File: config.mk
export PLATFORM = sky130hd
export DESIGN_NAME = fpu_addsub_pipe
export DESIGN_NICKNAME = d
export VERILOG_FILES = /design/src/rtl/fpu_addsub_pipe.sv
export SDC_FILE = /design/constraint.sdc
export NUM_CORES = 1
export LEC_CHECK = 0
export CELL_PAD_IN_SITES_DETAIL_PLACEMENT = 1
export CELL_PAD_IN_SITES_GLOBAL_PLACEMENT = 2
export CORE_ASPECT_RATIO = 1.25
export CORE_UTILIZATION = 45
export DETAILED_ROUTE_END_ITERATION = 7
export DONT_BUFFER_PORTS = 1
export GPL_ROUTABILITY_DRIVEN = 1
export PLACE_DENSITY = 0.89
export SYNTH_ARGS = -nofsm -noshare
export SYNTH_HDL_FRONTEND = slang
export SYNTH_SLANG_ARGS = --single-unit
File: constraint.sdc
create_clock -name clk -period 20.4 [get_ports clk]
set_clock_uncertainty 0.2 [all_clocks]
set_input_delay 4.08 -clock clk [delete_from_list [all_inputs] [get_ports clk]]
set_output_delay 4.08 -clock clk [all_outputs]
set_load 0.05 [all_outputs]
File: src/rtl/fpu_addsub_pipe.sv
// fpu_addsub_pipe: pipelined floating-point add/sub with RNE rounding,
// flush-to-zero, special-value bypass and a single global stall.
module fpu_addsub_pipe #(
   parameter int EXP_W  = 8,
   parameter int MANT_W = 23,
   parameter int W      = EXP_W + MANT_W + 1
) (
   input  logic         clk,
   input  logic         rst,
   input  logic         in_valid,
   output logic         in_ready,
   input  logic [W-1:0] A,
   input  logic [W-1:0] B,
   input  logic         sub,
   output logic         out_valid,
   input  logic         out_ready,
   output logic [W-1:0] OUT,
   output logic         zflag,
   output logic         ovf,
   output logic         nan
);
   localparam int SW    = MANT_W + 1;
   localparam int XW    = MANT_W + 4;
   localparam int EMAXI = (1 << EXP_W) - 1;
   localparam logic [EXP_W-1:0] EMAX = '1;
   localparam logic [W-1:0] QNAN =
      {1'b0, EMAX, 1'b1, {(MANT_W-1){1'b0}}};

   typedef struct packed {
      logic [W-1:0] a;
      logic [W-1:0] b;
      logic         sub;
   } in_t;

   typedef struct packed {
      logic             bypass;
      logic             isNan;
      logic [W-1:0]     byRes;
      logic             sign;
      logic             effSub;
      logic [EXP_W-1:0] exp;
      logic [XW-1:0]    sigL;
      logic [XW-1:0]    sigS;
   } al_t;

   typedef struct packed {
      logic               bypass;
      logic               isNan;
      logic [W-1:0]       byRes;
      logic               zero;
      logic               sign;
      logic signed [31:0] exp;
      logic [XW-1:0]      mant;
   } nm_t;

   logic advance;
   logic v0, v1, v2;
   in_t  inR;
   al_t  alR, alD;
   nm_t  nmR, nmD;

   assign advance  = out_ready | ~out_valid;
   assign in_ready = advance;

   logic              sA, sB, zA, zB;
   logic              infA, infB, nanA, nanB, aBig;
   logic              cNan, cInfA, cInfB, cZZ, cZB, cZA;
   logic [EXP_W-1:0]  eA, eB, eL, eS;
   logic [MANT_W-1:0] mA, mB, mL, mS;
   logic [31:0]       shAmt;
   logic [SW+1:0]     ext, extSh, lost;

   always_comb begin
      sA   = inR.a[W-1];
      sB   = inR.b[W-1] ^ inR.sub;
      eA   = inR.a[W-2 -: EXP_W];
      eB   = inR.b[W-2 -: EXP_W];
      mA   = inR.a[MANT_W-1:0];
      mB   = inR.b[MANT_W-1:0];
      zA   = (eA == '0);
      zB   = (eB == '0);
      infA = (eA == EMAX) && (mA == '0);
      infB = (eB == EMAX) && (mB == '0);
      nanA = (eA == EMAX) && (mA != '0);
      nanB = (eB == EMAX) && (mB != '0);
      cNan  = nanA | nanB | (infA & infB & (sA ^ sB));
      cInfA = infA & ~cNan;
      cInfB = infB & ~infA & ~cNan;
      cZZ   = zA & zB;
      cZB   = zB & ~zA & (eA != EMAX);
      cZA   = zA & ~zB & (eB != EMAX);
      aBig = {eA, mA} >= {eB, mB};
      eL   = aBig ? eA : eB;
      mL   = aBig ? mA : mB;
      eS   = aBig ? eB : eA;
      mS   = aBig ? mB : mA;
      // Bits pushed below R are caught by shifting them up out of range.
      shAmt = 32'(eL) - 32'(eS);
      ext   = {1'b1, mS, 2'b00};
      extSh = ext >> shAmt;
      lost  = ext << (32'(SW + 2) - shAmt);
      alD        = '0;
      alD.sign   = aBig ? sA : sB;
      alD.effSub = sA ^ sB;
      alD.exp    = eL;
      alD.sigL   = {1'b1, mL, 3'b000};
      if (shAmt >= 32'(SW + 2))
         alD.sigS = {{(XW-1){1'b0}}, 1'b1};
      else
         alD.sigS = {extSh, |lost};
      unique case (1'b1)
         cNan: begin
            alD.bypass = 1'b1;
            alD.isNan  = 1'b1;
            alD.byRes  = QNAN;
         end
         cInfA: begin
            alD.bypass = 1'b1;
            alD.byRes  = inR.a;
         end
         cInfB: begin
            alD.bypass = 1'b1;
            alD.byRes  = {sB, EMAX, {MANT_W{1'b0}}};
         end
         cZZ: begin
            alD.bypass = 1'b1;
            alD.byRes  = {sA & sB, {(W-1){1'b0}}};
         end
         cZB: begin
            alD.bypass = 1'b1;
            alD.byRes  = inR.a;
         end
         cZA: begin
            alD.bypass = 1'b1;
            alD.byRes  = {sB, inR.b[W-2:0]};
         end
         default: ;
      endcase
   end

   logic [XW:0]   sum;
   logic [XW-1:0] diff, nrm;
   logic [31:0]   lz;

   always_comb begin
      nmD        = '0;
      nmD.bypass = alR.bypass;
      nmD.isNan  = alR.isNan;
      nmD.byRes  = alR.byRes;
      nmD.sign   = alR.sign;
      nmD.exp    = $signed(32'(alR.exp));
      sum  = {1'b0, alR.sigL} + {1'b0, alR.sigS};
      diff = alR.sigL - alR.sigS;
      lz   = '0;
      for (int i = 0; i < XW; i++)
         if (diff[i]) lz = 32'(XW - 1 - i);
      nrm = diff << lz;
      if (!alR.effSub) begin
         if (sum[XW]) begin
            nmD.mant = {sum[XW:2], sum[1] | sum[0]};
            nmD.exp  = $signed(32'(alR.exp)) + 32'sd1;
         end else begin
            nmD.mant = sum[XW-1:0];
         end
      end else if (diff == '0) begin
         nmD.zero = 1'b1;
         nmD.sign = 1'b0;
      end else begin
         nmD.mant = nrm;
         nmD.exp  = $signed(32'(alR.exp)) - $signed(lz);
         if (nmD.exp <= 0) nmD.zero = 1'b1;
      end
   end

   logic               inc, ovfD, nanD;
   logic               cBy, cZero, cInf;
   logic [SW:0]        rnd;
   logic [MANT_W-1:0]  frac;
   logic signed [31:0] eR;
   logic [W-1:0]       res;

   always_comb begin
      inc  = nmR.mant[2] & (nmR.mant[1] | nmR.mant[0] | nmR.mant[3]);
      rnd  = {1'b0, nmR.mant[XW-1:3]} + {{SW{1'b0}}, inc};
      eR   = rnd[SW] ? nmR.exp + 32'sd1 : nmR.exp;
      frac = rnd[SW] ? rnd[MANT_W:1] : rnd[MANT_W-1:0];
      cBy   = nmR.bypass;
      cZero = ~nmR.bypass & nmR.zero;
      cInf  = ~nmR.bypass & ~nmR.zero & (eR >= EMAXI);
      res  = {nmR.sign, eR[EXP_W-1:0], frac};
      ovfD = 1'b0;
      nanD = 1'b0;
      unique case (1'b1)
         cBy: begin
            res  = nmR.byRes;
            nanD = nmR.isNan;
         end
         cZero: res = {nmR.sign, {(W-1){1'b0}}};
         cInf: begin
            res  = {nmR.sign, EMAX, {MANT_W{1'b0}}};
            ovfD = 1'b1;
         end
         default: ;
      endcase
   end

   always_ff @(posedge clk) begin
      if (rst) begin
         v0        <= 1'b0;
         v1        <= 1'b0;
         v2        <= 1'b0;
         out_valid <= 1'b0;
         OUT       <= '0;
         zflag     <= 1'b0;
         ovf       <= 1'b0;
         nan       <= 1'b0;
      end else if (advance) begin
         v0        <= in_valid;
         v1        <= v0;
         v2        <= v1;
         out_valid <= v2;
         if (v2) begin
            OUT   <= res;
            zflag <= (res[W-2 -: EXP_W] == '0);
            ovf   <= ovfD;
            nan   <= nanD;
         end
      end
   end

   // Payload registers carry don't-care data behind bubbles.
   always_ff @(posedge clk) begin
      if (advance) begin
         inR <= '{a: A, b: B, sub: sub};
         alR <= alD;
         nmR <= nmD;
      end
   end

endmodule

Yosys cells after proc, flatten, opt, wreduce, memory -nomap -nowiden:

Index checks and enable logic that the tools add are counted.

* flip-flop bits (word level): 293
* input bits: 69
* output and inout port bits: 37
* logic and storage cells: 139

* $add $sub $neg: 8
* magnitude comparators: 4
* equality and inequality tests: 4
* shifts and indexed selects: 3
* muxes and demuxes: 48
* bitwise operators: 30
* reduce and logical (&&, ||, !) cells: 16

Operators by type and width (number)
* $mux W32: 26
* $pmux W32 S5: 1
* $mux W59: 2
* $pmux W32 S3: 1
* $mux W23: 3
* $logic_not A23 Y1: 2
* $reduce_bool A23 Y1: 2
* $add A32 B2 Y32 const B: 1
* $ge A32 B5 Y1 const B: 1
* $ge A32 B9 Y1 const B: 1
* $le A32 B1 Y1 const B: 1
* $shl A26 B32 Y26: 1
* $shl A27 B32 Y27: 1
* $shr A26 B32 Y26: 1
* $sub A9 B32 Y32: 1
* $ge A31 B31 Y1: 1
* $add A27 B27 Y28: 1
* $logic_not A27 Y1: 1
* $mux W27: 1
* $sub A27 B27 Y27: 1
* $reduce_or A26 Y1: 1
* $add A24 B1 Y25: 1
* $logic_not A8 Y1: 3
* $eq A8 B8 Y1 const B: 2
* other kinds (16): 56

Depth between registers and ports, before layout:

* depth after elaboration: 32
* mapped depth: 30
* mapped depth without buffers: 26

Worst setup path after synthesis:

OpenSTA, ideal clock, no wires.

* kind: input -> output
* start point: in out_ready
* end point: out in_ready
* arrival: 11.182 ns
* required time: 16.120 ns
* slack: 4.938 ns
* stages: 2
* path buffers: 1
* cells stage by stage: nand2b_1 > clkbuf_1

* longest elaborated chain between the ends: 1

Ends and longest elaborated chain
* start: declaration: RTL line 16 `input logic out_ready,`
* $or A1 B1 Y1: RTL line 62 `assign advance = out_ready | ~out_valid;`
* end: declaration: RTL line 11 `output logic in_ready,`

Every way passes these cells.

Worst setup path in the final report:

Same ends and word-level chain as after synthesis.

==> reports/metrics.csv <==
metric,value,unit
grt_usage,0.3112,
setup_viol,0,
crit_chain,nand2b_4,
fp.dieH,237.9,um
outcome,finished clean,
p_leak,8.023,nW
die_area,45370,um^2
post_cts_buffers,0,
fin_crit,8.786,ns
viasPerCell,6.567,
cts_tree,yes,
synth-seq-cells,277,
drt-initial-drc-count,1524,
root_buffer,clkbuf_16,
grt_pass1_vias,17720,
antenna_found_initial,0,
max_slew_margin,0.2876,
drv_cap,0,
slowest_delay,0.39,ns
clk_path_buf_depth,3,
ys_seq_area_frac,0.3958,
pwr-share-comb,0.436,
p_seq_frac,0.338,
max_freq,113.8,MHz
synth_flop_cell,edfxtp_1,
synth_area,20030,um^2
ant_nets,0,
drive_above_1_share,0.07268,
synth.distinct_cells,117,
ctsHoldBuffers,0,
post_layout_nonfiller_instances,2677,
final_max_slew_viol_count,0,
critical-path-top-delay-family,simple AND/OR/NAND/NOR gates,
rsz0062_at_grt,false,
grt_max_degree,81,
start_util,0.4552,
rows,86,
hold_ws,0.2023,ns
netlist_instances,2151,
ir_worst_vdd,0.07868,mV
diodes,0,
wl,71060,um
clkPwrFrac,0.226,
avgRoutedWirePerCell,26.54,um
fill_cells,4940,
power_density,106.5,nW/um^2
path_max_fanout,23,
reg2reg_slack,12.92,ns
first_pass_iters,7,
yosys_warnings,0,
path_buf_inv,0,
synthArstFlopShare,0,
core_area,44010,um^2
swShare,0.4190,
clk_pin_slew_worst_paths,0.06,ns
cts_buffers,28,
p_int,1.325,mW
htreeDepth,1,
drcViolationCount,0,
final_nets,2248,
dp_hpwl,55080,um
area_delta_synth_final,6.840,%
setup_tns,0,ns
start_kind,primary input,
finalCritPeriodShare,0.4307,
die_w,190.7,um
cts_resized,0,
numPlacedInstances,2626,
hold_viol,0,
ios,106,
syn_nets,2315,
slowest_stage,nand2b_4,
crit_path_end_kind,output pin,
numClockSinks,277,
critPathArrivalTime,4.51,ns
syn_area_per_cell,9.313,um^2
port_buffers,0,
hp-class,reg -> reg,
clkLatencyLatePin,0.59,ns
vias,17580,
power_switching,955.4,uW
worstSetupPathType,in -> out,
grt_pass1_wl,107600,um
gp_congestion,0.9778,
grt_overflow,0,
synth_edf_count,238,
tightest_slew,1.066,ns
crit_required,16.12,ns
==> final cells by class <==
class / count / area (um^2) / share of cell area
clock inverter: 16 / 200.2 / 0.009354
sequential: 277 / 7928 / 0.3704
inverter: 113 / 429.2 / 0.02005
multi-input combinational: 1638 / 11210 / 0.5236
timing repair buffer: 26 / 195.2 / 0.009120
clock buffer: 35 / 726.9 / 0.03397
tap: 572 / 715.7 / 0.03344
==> Yosys cell counts, drive strengths merged (22+ instances only) <==
cell type | number | share of area
edfxtp | 238 | 0.36
xor2 | 23 | 0.010
nor4 | 40 | 0.014
nor3 | 92 | 0.023
nand4 | 33 | 0.010
a211oi | 58 | 0.023
nor2 | 169 | 0.033
clkbuf | 94 | 0.018
nand2 | 160 | 0.030
o21ai | 125 | 0.031
buf | 29 | 0.0086
ha | 93 | 0.058
a22o | 25 | 0.011
a21oi | 168 | 0.042
nand2b | 22 | 0.0069
o211ai | 26 | 0.010
and3 | 22 | 0.0069
a21o | 38 | 0.014
nand3 | 82 | 0.021
dfxtp | 39 | 0.039
inv | 111 | 0.021
mux2i | 51 | 0.026
xnor2 | 53 | 0.023
and2 | 27 | 0.0084
==> state kept, by name (all words and copies together) (netlist names), 8 cells and up <==
signal	flops
alR	94
OUT	32
inR	49
nmR	78
eB	8
eA	8
==> final timing paths <==
kind / to / depth (start not counted) / startpoint
setup / recovery: in_ready / 1 / out_ready
hold / removal: nmR[67] / 0 / alR[70]
hold reg to reg: nmR[67] / 0 / alR[70]
setup reg to reg: alR[4] / 20 / eA[0]
==> power groups by stage <==
| stage | Combinational [mW] | Sequential (mW) | Clock, mW |
|---|---|---|---|
| 2_1_floorplan | 0.692 | 0.751 | 0 |
| 3_3_place_gp | 0.957 | 0.776 | 0 |
| 3_5_place_dp | 0.968 | 0.780 | 0 |
| 4_1_cts | 0.974 | 0.769 | 0.524 |
| 5_1_grt | 1.07 | 0.778 | 0.540 |
| 6_report | 0.994 | 0.771 | 0.515 |
==> through the flow <==
| stage | worst slack (ns) | area (um^2) | power (mW) | utilization |
|---|---|---|---|---|
| after floorplan | 4.938 | 20030 | 1.443 | - |
| after global placement | 11.63 | 20470 | 1.733 | 0.4652 |
| after detailed placement | 11.62 | 20470 | 1.749 | 0.4652 |
| after CTS | 11.62 | 21400 | 2.267 | 0.4863 |
| after global routing | 11.60 | 21400 | 2.383 | 0.4863 |
| final | 11.61 | 21400 | 2.280 | 0.4863 |
==> cells by family (layout without fill, tap and decap cells) <==
logic type      count (synthesis)  count (layout)  synth area share
simple gates                  716             716            0.1785
compound gates                674             674            0.2350
flops                         277             277            0.3958
buf+inv                       236             190           0.04766
fa+ha+maj                      95              95           0.06009
mux                            77              77           0.04972
xor+xnor                       76              76           0.03323
==> layout by cell type (no fill, tap or decap), types with 33 or more instances in the layout <==
master / instances
mux2i_1: 50
nand3_1: 81
a211oi_1: 56
nor4_1: 37
a21o_1: 38
edfxtp_1: 238
nor3_1: 89
nor2_1: 165
dfxtp_1: 39
xnor2_1: 52
inv_1: 107
nand2_1: 159
a21oi_1: 167
o21ai_0: 108
ha_1: 93
nand4_1: 33
==> metal layers <==
layer | track usage | up-vias | wire length [um]
met3 | 0.03236 | 195 | 3034
met4 | 0.1801 | 0 | 4515
li1 | - | 8072 | -
met5 | 0 | - | 0
met1 | 0.3873 | 8725 | 29520
met2 | 0.5223 | 588 | 33990
(Power assumes the default switching activity.)
